$ cat src/rtl/ahb_vga_pkg.sv
// Shared constants for the AHB-to-VGA write bridge: register offsets, FSM encoding, cell geometry.
package ahb_vga_pkg;

  localparam logic [11:0] OFS_CLEAR  = 12'h800;
  localparam logic [11:0] OFS_STATUS = 12'h804;

  localparam logic [1:0] ST_IDLE  = 2'd0;
  localparam logic [1:0] ST_PEND  = 2'd1;
  localparam logic [1:0] ST_CLEAR = 2'd2;

  localparam int unsigned CELL_V_W   = 4;
  localparam int unsigned CELL_H_W   = 5;
  localparam int unsigned CELL_CNT   = 512;
  localparam int unsigned CELL_CNT_W = CELL_V_W + CELL_H_W;
  localparam int unsigned ENTRY_W    = CELL_V_W + CELL_H_W + 32;

endpackage

$ cat src/rtl/vga_wr_fifo.sv
// Synchronous write FIFO with wrap-bit pointers; push/pop are only asserted when legal.
module vga_wr_fifo #(
  parameter int unsigned DEPTH = 4,
  parameter int unsigned WIDTH = 41,
  localparam int unsigned AW   = $clog2(DEPTH)
) (
  input  logic             clk,
  input  logic             rst_n,
  input  logic             push,
  input  logic             pop,
  input  logic [WIDTH-1:0] din,
  output logic [WIDTH-1:0] dout,
  output logic             full,
  output logic             empty,
  output logic [AW:0]      count
);

  logic [AW:0]      r_wr;
  logic [AW:0]      r_rd;
  logic [WIDTH-1:0] r_mem [DEPTH];

  always_ff @(posedge clk) begin
    if (!rst_n) begin
      r_wr <= '0;
      r_rd <= '0;
    end else begin
      if (push) r_wr <= r_wr + 1'b1;
      if (pop)  r_rd <= r_rd + 1'b1;
    end
  end

  always_ff @(posedge clk) begin
    if (push) r_mem[r_wr[AW-1:0]] <= din;
  end

  assign dout  = r_mem[r_rd[AW-1:0]];
  assign empty = (r_wr == r_rd);
  assign full  = (r_wr[AW] != r_rd[AW]) && (r_wr[AW-1:0] == r_rd[AW-1:0]);
  assign count = r_wr - r_rd;

endmodule

$ cat src/rtl/ahb_vga_bridge.sv
// AHB-Lite slave mapping the 16x32 character grid onto VGA write strobes, with a
// buffered write path and a hardware clear engine.
module ahb_vga_bridge
  import ahb_vga_pkg::*;
#(
  parameter int unsigned FIFO_DEPTH = 4,
  parameter int unsigned ISSUE_GAP  = 2
) (
  input  logic        clk,
  input  logic        rst_n,
  input  logic        HSEL,
  input  logic [11:0] HADDR,
  input  logic [1:0]  HTRANS,
  input  logic        HWRITE,
  input  logic [2:0]  HSIZE,
  input  logic [31:0] HWDATA,
  input  logic        HREADY,
  output logic        HREADYOUT,
  output logic [31:0] HRDATA,
  output logic        HRESP,
  output logic [3:0]  vga_addr_v,
  output logic [4:0]  vga_addr_h,
  output logic [31:0] vga_ctrl,
  output logic        vga_ctrl_en
);

  localparam int unsigned CNT_W = $clog2(FIFO_DEPTH) + 1;
  localparam int unsigned GAP_W = (ISSUE_GAP > 1) ? $clog2(ISSUE_GAP) : 1;

  logic                  r_dp_valid, r_dp_write;
  logic [11:0]           r_dp_addr;
  logic [2:0]            r_dp_size;
  logic [1:0]            r_state;
  logic [CELL_CNT_W-1:0] r_cnt;
  logic [31:0]           r_fill;
  logic [GAP_W-1:0]      r_gap;
  logic [CELL_V_W-1:0]   r_v;
  logic [CELL_H_W-1:0]   r_h;
  logic [31:0]           r_ctrl;

  logic               w_word, w_cell_wr, w_clr_wr, w_idle, w_gap_ok;
  logic               w_push, w_pop, w_clr_issue, w_issue, w_full, w_empty;
  logic [CNT_W-1:0]   w_count;
  logic [3:0]         w_cnt4;
  logic [ENTRY_W-1:0] w_din, w_dout, w_iss;
  logic [31:0]        w_status;
  logic               unused_htrans0;

  assign unused_htrans0 = HTRANS[0];

  always_ff @(posedge clk) begin
    if (!rst_n) begin
      r_dp_valid <= 1'b0;
      r_dp_write <= 1'b0;
      r_dp_addr  <= '0;
      r_dp_size  <= '0;
    end else if (HREADY) begin
      r_dp_valid <= HSEL & HTRANS[1];
      r_dp_write <= HWRITE;
      r_dp_addr  <= HADDR;
      r_dp_size  <= HSIZE;
    end
  end

  assign w_word    = r_dp_valid & r_dp_write & (r_dp_size == 3'b010);
  assign w_cell_wr = w_word & ~r_dp_addr[11];
  assign w_clr_wr  = w_word & (r_dp_addr == OFS_CLEAR);
  assign w_idle    = (r_state == ST_IDLE);
  assign w_gap_ok  = (r_gap == '0);

  // Wait states depend only on registered state, never on the current address phase.
  assign HREADYOUT = ~((w_cell_wr & (w_full | ~w_idle)) | (w_clr_wr & ~w_idle));
  assign HRESP     = 1'b0;

  assign w_cnt4   = 4'(w_count);
  assign w_status = {24'd0, w_cnt4, 3'd0, ~w_idle};
  assign HRDATA   = (r_dp_valid & ~r_dp_write & (r_dp_addr == OFS_STATUS)) ? w_status : '0;

  assign w_push = w_cell_wr & ~w_full & w_idle;
  assign w_din  = {r_dp_addr[10:7], r_dp_addr[6:2], HWDATA};

  vga_wr_fifo #(
    .DEPTH (FIFO_DEPTH),
    .WIDTH (ENTRY_W)
  ) u_fifo (
    .clk   (clk),
    .rst_n (rst_n),
    .push  (w_push),
    .pop   (w_pop),
    .din   (w_din),
    .dout  (w_dout),
    .full  (w_full),
    .empty (w_empty),
    .count (w_count)
  );

  assign w_pop       = (r_state != ST_CLEAR) & ~w_empty & w_gap_ok;
  assign w_clr_issue = (r_state == ST_CLEAR) & w_gap_ok;
  assign w_issue     = w_pop | w_clr_issue;
  assign w_iss       = w_clr_issue ? {r_cnt, r_fill} : w_dout;

  assign vga_ctrl_en = w_issue;
  assign vga_addr_v  = w_issue ? w_iss[40:37] : r_v;
  assign vga_addr_h  = w_issue ? w_iss[36:32] : r_h;
  assign vga_ctrl    = w_issue ? w_iss[31:0]  : r_ctrl;

  always_ff @(posedge clk) begin
    if (!rst_n) begin
      r_gap  <= '0;
      r_v    <= '0;
      r_h    <= '0;
      r_ctrl <= '0;
    end else if (w_issue) begin
      r_gap  <= GAP_W'(ISSUE_GAP - 1);
      r_v    <= w_iss[40:37];
      r_h    <= w_iss[36:32];
      r_ctrl <= w_iss[31:0];
    end else if (!w_gap_ok) begin
      r_gap <= r_gap - 1'b1;
    end
  end

  always_ff @(posedge clk) begin
    if (!rst_n) begin
      r_state <= ST_IDLE;
      r_cnt   <= '0;
      r_fill  <= '0;
    end else begin
      case (r_state)
        ST_IDLE: begin
          if (w_clr_wr) begin
            r_state <= ST_PEND;
            r_fill  <= HWDATA;
          end
        end
        // Earlier cell writes drain before the fill starts.
        ST_PEND: begin
          r_cnt <= '0;
          if (w_empty) r_state <= ST_CLEAR;
        end
        ST_CLEAR: begin
          if (w_clr_issue) begin
            r_cnt <= r_cnt + 1'b1;
            if (r_cnt == CELL_CNT_W'(CELL_CNT - 1)) r_state <= ST_IDLE;
          end
        end
        default: r_state <= ST_IDLE;
      endcase
    end
  end

endmodule

$ cat config.mk
export PLATFORM = sky130hd
export DESIGN_NAME = ahb_vga_bridge
export DESIGN_NICKNAME = d
export VERILOG_FILES = /design/src/rtl/ahb_vga_pkg.sv /design/src/rtl/vga_wr_fifo.sv /design/src/rtl/ahb_vga_bridge.sv
export SDC_FILE = /design/constraint.sdc
export NUM_CORES = 1
export LEC_CHECK = 0
export CORE_UTILIZATION = 32
export CTS_CLUSTER_SIZE = 12
export DETAILED_ROUTE_END_ITERATION = 10
export GPL_TIMING_DRIVEN = 0
export PLACE_DENSITY = 0.58
export SLEW_MARGIN = 20
export SYNTH_ARGS = -nofsm -noshare
export SYNTH_HDL_FRONTEND = slang
export SYNTH_SLANG_ARGS = --single-unit
$ cat constraint.sdc
create_clock -name clk -period 5.22 [get_ports clk]
set_input_delay 0.783 -clock clk [delete_from_list [all_inputs] [get_ports clk]]
set_output_delay 0.783 -clock clk [all_outputs]
set_load 0.03 [all_outputs]
## After elaboration in Yosys (flattened, before gate mapping)

Memory sizes are Yosys's and may differ from the RTL's. A register that Yosys moved wholly into a read port is not among the register bits.
Index checks and enable logic that the tools add are counted.

- Multiplexer cells: 18
- Reduce and logical (&&, ||, !) cells: 6
- $add $sub $neg: 5
- Eq/ne operators: 14
- Bitwise logic cells: 24

Operator list:

| cell | number |
|---|---|
| 2-to-1 mux 41 bit | 1 |
| 2-to-1 mux 32 bit | 1 |
| equality test 12 bit, second input constant | 2 |
| case mux 9 bit (2 select lines) | 1 |
| AND 1 bit | 14 |
| 2-to-1 mux 2 bit | 6 |
| adder 9 x 1 -> 9 bit, second input constant | 1 |
| equality test 9 bit, second input constant | 1 |
| 2-to-1 mux 9 bit | 1 |
| inequality test 2 bit, second input constant | 4 |
| 2-to-1 mux 7 bit | 1 |
| inverter 1 bit | 7 |
| adder 3 x 1 -> 3 bit, second input constant | 2 |
| case mux 2 bit (3 select lines) | 1 |
| 2-to-1 mux 5 bit | 1 |
| 2-to-1 mux 1 bit | 4 |
| 2-to-1 mux 4 bit | 1 |
| AND reduction 2 bit | 2 |
| AND reduction 4 bit | 1 |
| equality test 3 x 2 -> 1 bit, second input constant | 1 |
| equality test 3 bit | 1 |
| bitwise OR 1 bit | 3 |
| subtractor 3 bit | 1 |
| equality test 2 x 1 -> 1 bit, second input constant | 1 |
| 8 further kinds | 8 |

- Input port bits: 54
- Memory bits (writable): 164
- Register bits: 108
- Memories kept: 1
- Output and inout port bits: 76
- Logic and storage cells: 81

Memories:

| name | depth | bits a word | rd ports | clocked after Yosys merged registers in | wr ports | line | source |
|---|---|---|---|---|---|---|---|
| u_fifo.r_mem | 4 | 41 | 1 | 1 | 1 | vga_wr_fifo.sv:20 | `logic [WIDTH-1:0] r_mem [DEPTH];` |

## Longest topological paths before layout

- Depth in word-level cells: 7
- Depth in mapped cells: 7
- Mapped depth without buffers: 6

## Modules after synthesis

Synthesis repeated with hierarchy kept, for this count alone.

- Cell total of the unflattened synthesis: 812
- Area, all modules: 11129.4 um^2

Modules (own cells, without submodules):

| module | instances | cells an instance | area an instance (um^2) |
|---|---|---|---|
| vga_wr_fifo | 1 | 262 | 6418.7 |
| ahb_vga_bridge | 1 | 550 | 4710.8 |

## Worst setup path after synthesis

OpenSTA, ideal clock, no wires.

- Path kind: reg-to-reg
- Start: register u_fifo.r_rd[1]
- End: memory u_fifo.r_mem[3][0], enable pin
- Cell stages (with the launch flop): 7
- Arrival time: 2.245 ns
- Library setup time: 0.402 ns
- Clock period less this slack: 2.647 ns
- Buffers on the path: 0
- Setup slack: 2.573 ns
- Cell sequence: dfxtp_1 -> inv_1 -> ha_1 -> nand2_1 -> o21ai_1 -> nor4_1 -> and2_1

- Word-level cells in the longest chain between the ends: 7

Ends and longest elaborated chain:

| element | line | source |
|---|---|---|
| start: declaration | vga_wr_fifo.sv:19 | `logic [AW:0] r_rd;` |
| start signal: assignment | vga_wr_fifo.sv:28 | `if (pop) r_rd <= r_rd + 1'b1;` |
| equality test 2 bit | vga_wr_fifo.sv:38 | `assign full = (r_wr[AW] != r_rd[AW]) && (r_wr[AW-1:0] == r_rd[AW-1:0]);` |
| logical AND 1 bit | vga_wr_fifo.sv:38 |  |
| inverter 1 bit | ahb_vga_bridge.sv:79 | `assign w_push = w_cell_wr & ~w_full & w_idle;` |
| AND 1 bit (2 in a row) | ahb_vga_bridge.sv:79 |  |
| 2-to-1 mux 1 bit | vga_wr_fifo.sv:33 | `if (push) r_mem[r_wr[AW-1:0]] <= din;` |
| 2-to-1 mux 1 bit (not written as such) | vga_wr_fifo.sv:33 |  |
| end: declaration | vga_wr_fifo.sv:20 |  |

No other way between the ends.

## Worst setup path in the final report

- Start: register u_fifo.r_rd[1]
- End: output vga_ctrl[1]

- Word-level cells in the longest chain between the ends: 6

Ends and longest elaborated chain:

| element | line | source |
|---|---|---|
| equality test 3 bit | vga_wr_fifo.sv:37 | `assign empty = (r_wr == r_rd);` |
| inverter 1 bit | ahb_vga_bridge.sv:97 | `assign w_pop = (r_state != ST_CLEAR) & ~w_empty & w_gap_ok;` |
| AND 1 bit (2 in a row) | ahb_vga_bridge.sv:97 |  |
| bitwise OR 1 bit | ahb_vga_bridge.sv:99 | `assign w_issue = w_pop \| w_clr_issue;` |
| 2-to-1 mux 32 bit | -- |  |
| end: declaration | ahb_vga_bridge.sv:23 | `output logic [31:0] vga_ctrl,` |

No other way between the ends.

==> out/summary.txt <==
Post-Route Skew -> 0.0162 ns
register area share after synthesis -> 61.9%
IO Count -> 130
Worst-Margin Slew -> 0.965 ns
Die Span Y -> 192 um
Final Util -> 39.8%
Die X -> 192 um
final setup fails -> 0
DRC -> 0
Top FF cell, synth -> edfxtp_1
CP top delay family -> buffers and inverters
Slowest cell on crit path -> clkdlybuf4s50_1
Worst Path Max Fanout -> 10
Vias/cell -> 4.88
clock root buffer -> clkbuf_16
DR iter-0 viols -> 506
Register Area -> 7130 um^2
outcome -> finished, final reports clean
Worst Hold Class -> reg2reg
CTS Hold Bufs -> 0
CP required -> 4.44 ns
number of gates resized after CTS -> 0
H-tree depth reported by CTS -> 1
relative slew slack -> 35.1%
initial antenna violation count -> 0
wirelength, routed -> 28.3 mm
Initial Util -> 32.5%
Antenna Nets Post-Route -> 0
die area -> 36,800 um^2
Max-cap violations -> 0
Final Hold Fails -> 0
period utilization -> 80.7%
detailed-route via count -> 7,313
slowest stage delay, CP -> 0.70 ns
Post-DP HPWL -> 18.4 mm
worst-case clock buffer depth -> 3
CTS tree -> yes
largest cells by area after synthesis -> edfxtp_1 43%, dfxtp_1 19%, mux4_2 8.0%
core box area -> 35,500 um^2
LEAKAGE -> 4.71 nW
layout cell share with drive strength beyond 1 -> 14.1%
Slew Limit Fails -> 0
Worst Setup End Kind -> output port
max frequency -> 237 MHz
CP bufs+invs -> 3
Mapped Cells -> 858
post-synth top area share -> 42.7%
CTS Buf Count -> 30
startpoint types -> flop
synth unique cells -> 46
vias in the first global route -> 7,399
clock latency on the worst-skew pair -> 0.55 ns
antenna fix cells -> 0
flops & latches, synth -> 274
crit-path cells -> inv_1, ha_1, and2_1, a211oi_4, buf_6, a221o_1, clkdlybuf4s50_1
commonest cells after routing, fill and taps aside -> 164 x edfxtp_1, 110 x dfxtp_1, 97 x clkdlybuf4s50_1, 54 x nand2_1
clock slew at reported path FFs -> 0.06 ns
Final Net Count -> 1,079
gpl congestion -> 0.771
commonest non-fill, non-tap cell in the layout -> edfxtp_1
asr flop ratio synth -> 0%
Clock Sinks -> 274
Final Critical Period -> 4.21 ns
Syn-to-layout area delta -> 22.5%
unrepaired setup endpoints after global routing -> no
FILL cells -> 3,335
Synth Cell Area -> 11,500 um^2
aggregate global routing overflow -> 0
Rows -> 69
synth warn -> 0
Avg WL per Cell -> 18.9 um
Max VDD drop -> 0.251 mV
top cell type by total area after synthesis -> edfxtp_1
I/O Buffers -> 97
Setup TNS -> 0 ns
Post-synth EDFFs -> 164
first-pass GRT wire length -> 43.1 mm
Mean Syn Cell Area -> 13.4 um^2
PwrDens -> 354 nW/um^2
Critical Path AT -> 3.43 ns
router iterations before antenna repair -> 5
postcts setup bufs -> 0
Total GRT Usage -> 15.4%
largest net degree at the start of global routing -> 42
footprint of the multi-input gates -> 3970 um^2
WS Path Type -> reg2out
## power by group
part           leakage (nW)  internal, mW  total [mW]  switching [mW]
Sequential             2.37          2.33        2.36          0.0282
Clock                 0.461          1.14        1.98           0.840
Combinational          1.88         0.292       0.655           0.363
Total                  4.71          3.76        4.99            1.23
## routing by layer
metal,vias up,global-route usage [%],wire length [um]
met1,3619,21.6,12700
met2,206,25.1,13400
met3,33,2.45,1720
met4,0,3.45,405
met5,-,0,0
li1,3455,-,-
## synthesized netlist by cell type, types with 29 or more instances
| cell | instances |
|---|---|
| nand2_1 | 54 |
| nand3_1 | 40 |
| o21ai_1 | 34 |
| a221o_1 | 41 |
| edfxtp_1 | 164 |
| mux4_2 | 41 |
| nand2b_1 | 47 |
| clkbuf_1 | 36 |
| and2_1 | 51 |
| a21boi_1 | 39 |
| o21ai_0 | 42 |
| buf_4 | 29 |
| dfxtp_1 | 110 |
## stage by stage
stage	area (um^2)	instances	hold slack [ns]	power (mW)	worst slack, ns
2_1_floorplan	11600	886	0.454	2.81	2.57
3_3_place_gp	13200	1444	0.461	3.06	1.41
3_5_place_dp	13200	1444	0.468	3.07	1.59
4_1_cts	14100	1500	0.476	5.04	0.983
5_1_grt	14100	1500	0.499	5.16	0.872
6_report	14100	1500	0.474	4.99	1.01
## sequential cells by signal, summed over array words and instances (netlist names), 2 cells and up, named ones only
signal	flops
r_dp_size	3
r_state	2
r_cnt	9
r_fill	32
u_fifo.r_rd	3
r_ctrl	32
r_dp_addr	12
r_h	5
u_fifo.r_wr	3
r_v	4
u_fifo.r_mem	164
## cell families after synthesis
logic type,synth area share [%]
AOI/OAI and AO/OA,10.3
buffers and inverters,4.70
and+or+nand+nor,11.7
DFF,61.9
other,0.0325
xor gates and xnor gates,0.521
adders and majority gates,1.15
muxes,9.75
## path summary, 6_finish.rpt
kind,from,slack [ns],cells past startpoint,to
setup reg to reg,u_fifo.r_rd[1],2.53,6,u_fifo.r_mem[3][17]
hold reg to reg,r_fill[19],0.47,2,r_fill[19]
hold / removal,r_fill[19],0.47,2,r_fill[19]
setup / recovery,u_fifo.r_rd[1],1.01,7,vga_ctrl[1]
## final cells by class
class	count	area share, %
clock buffer	45	6.14
inverter	5	0.133
tap	461	4.09
timing repair buffer	97	6.88
multi-input combinational	518	28.1
buffer	89	3.71
clock inverter	11	0.461
sequential	274	50.5
## worst min-delay path, cell delays in order (launching register included)
cell and delay [ns]:
dfxtp_1 0.31, o21ai_1 0.06, a21boi_1 0.06
(Power assumes the default switching activity.)
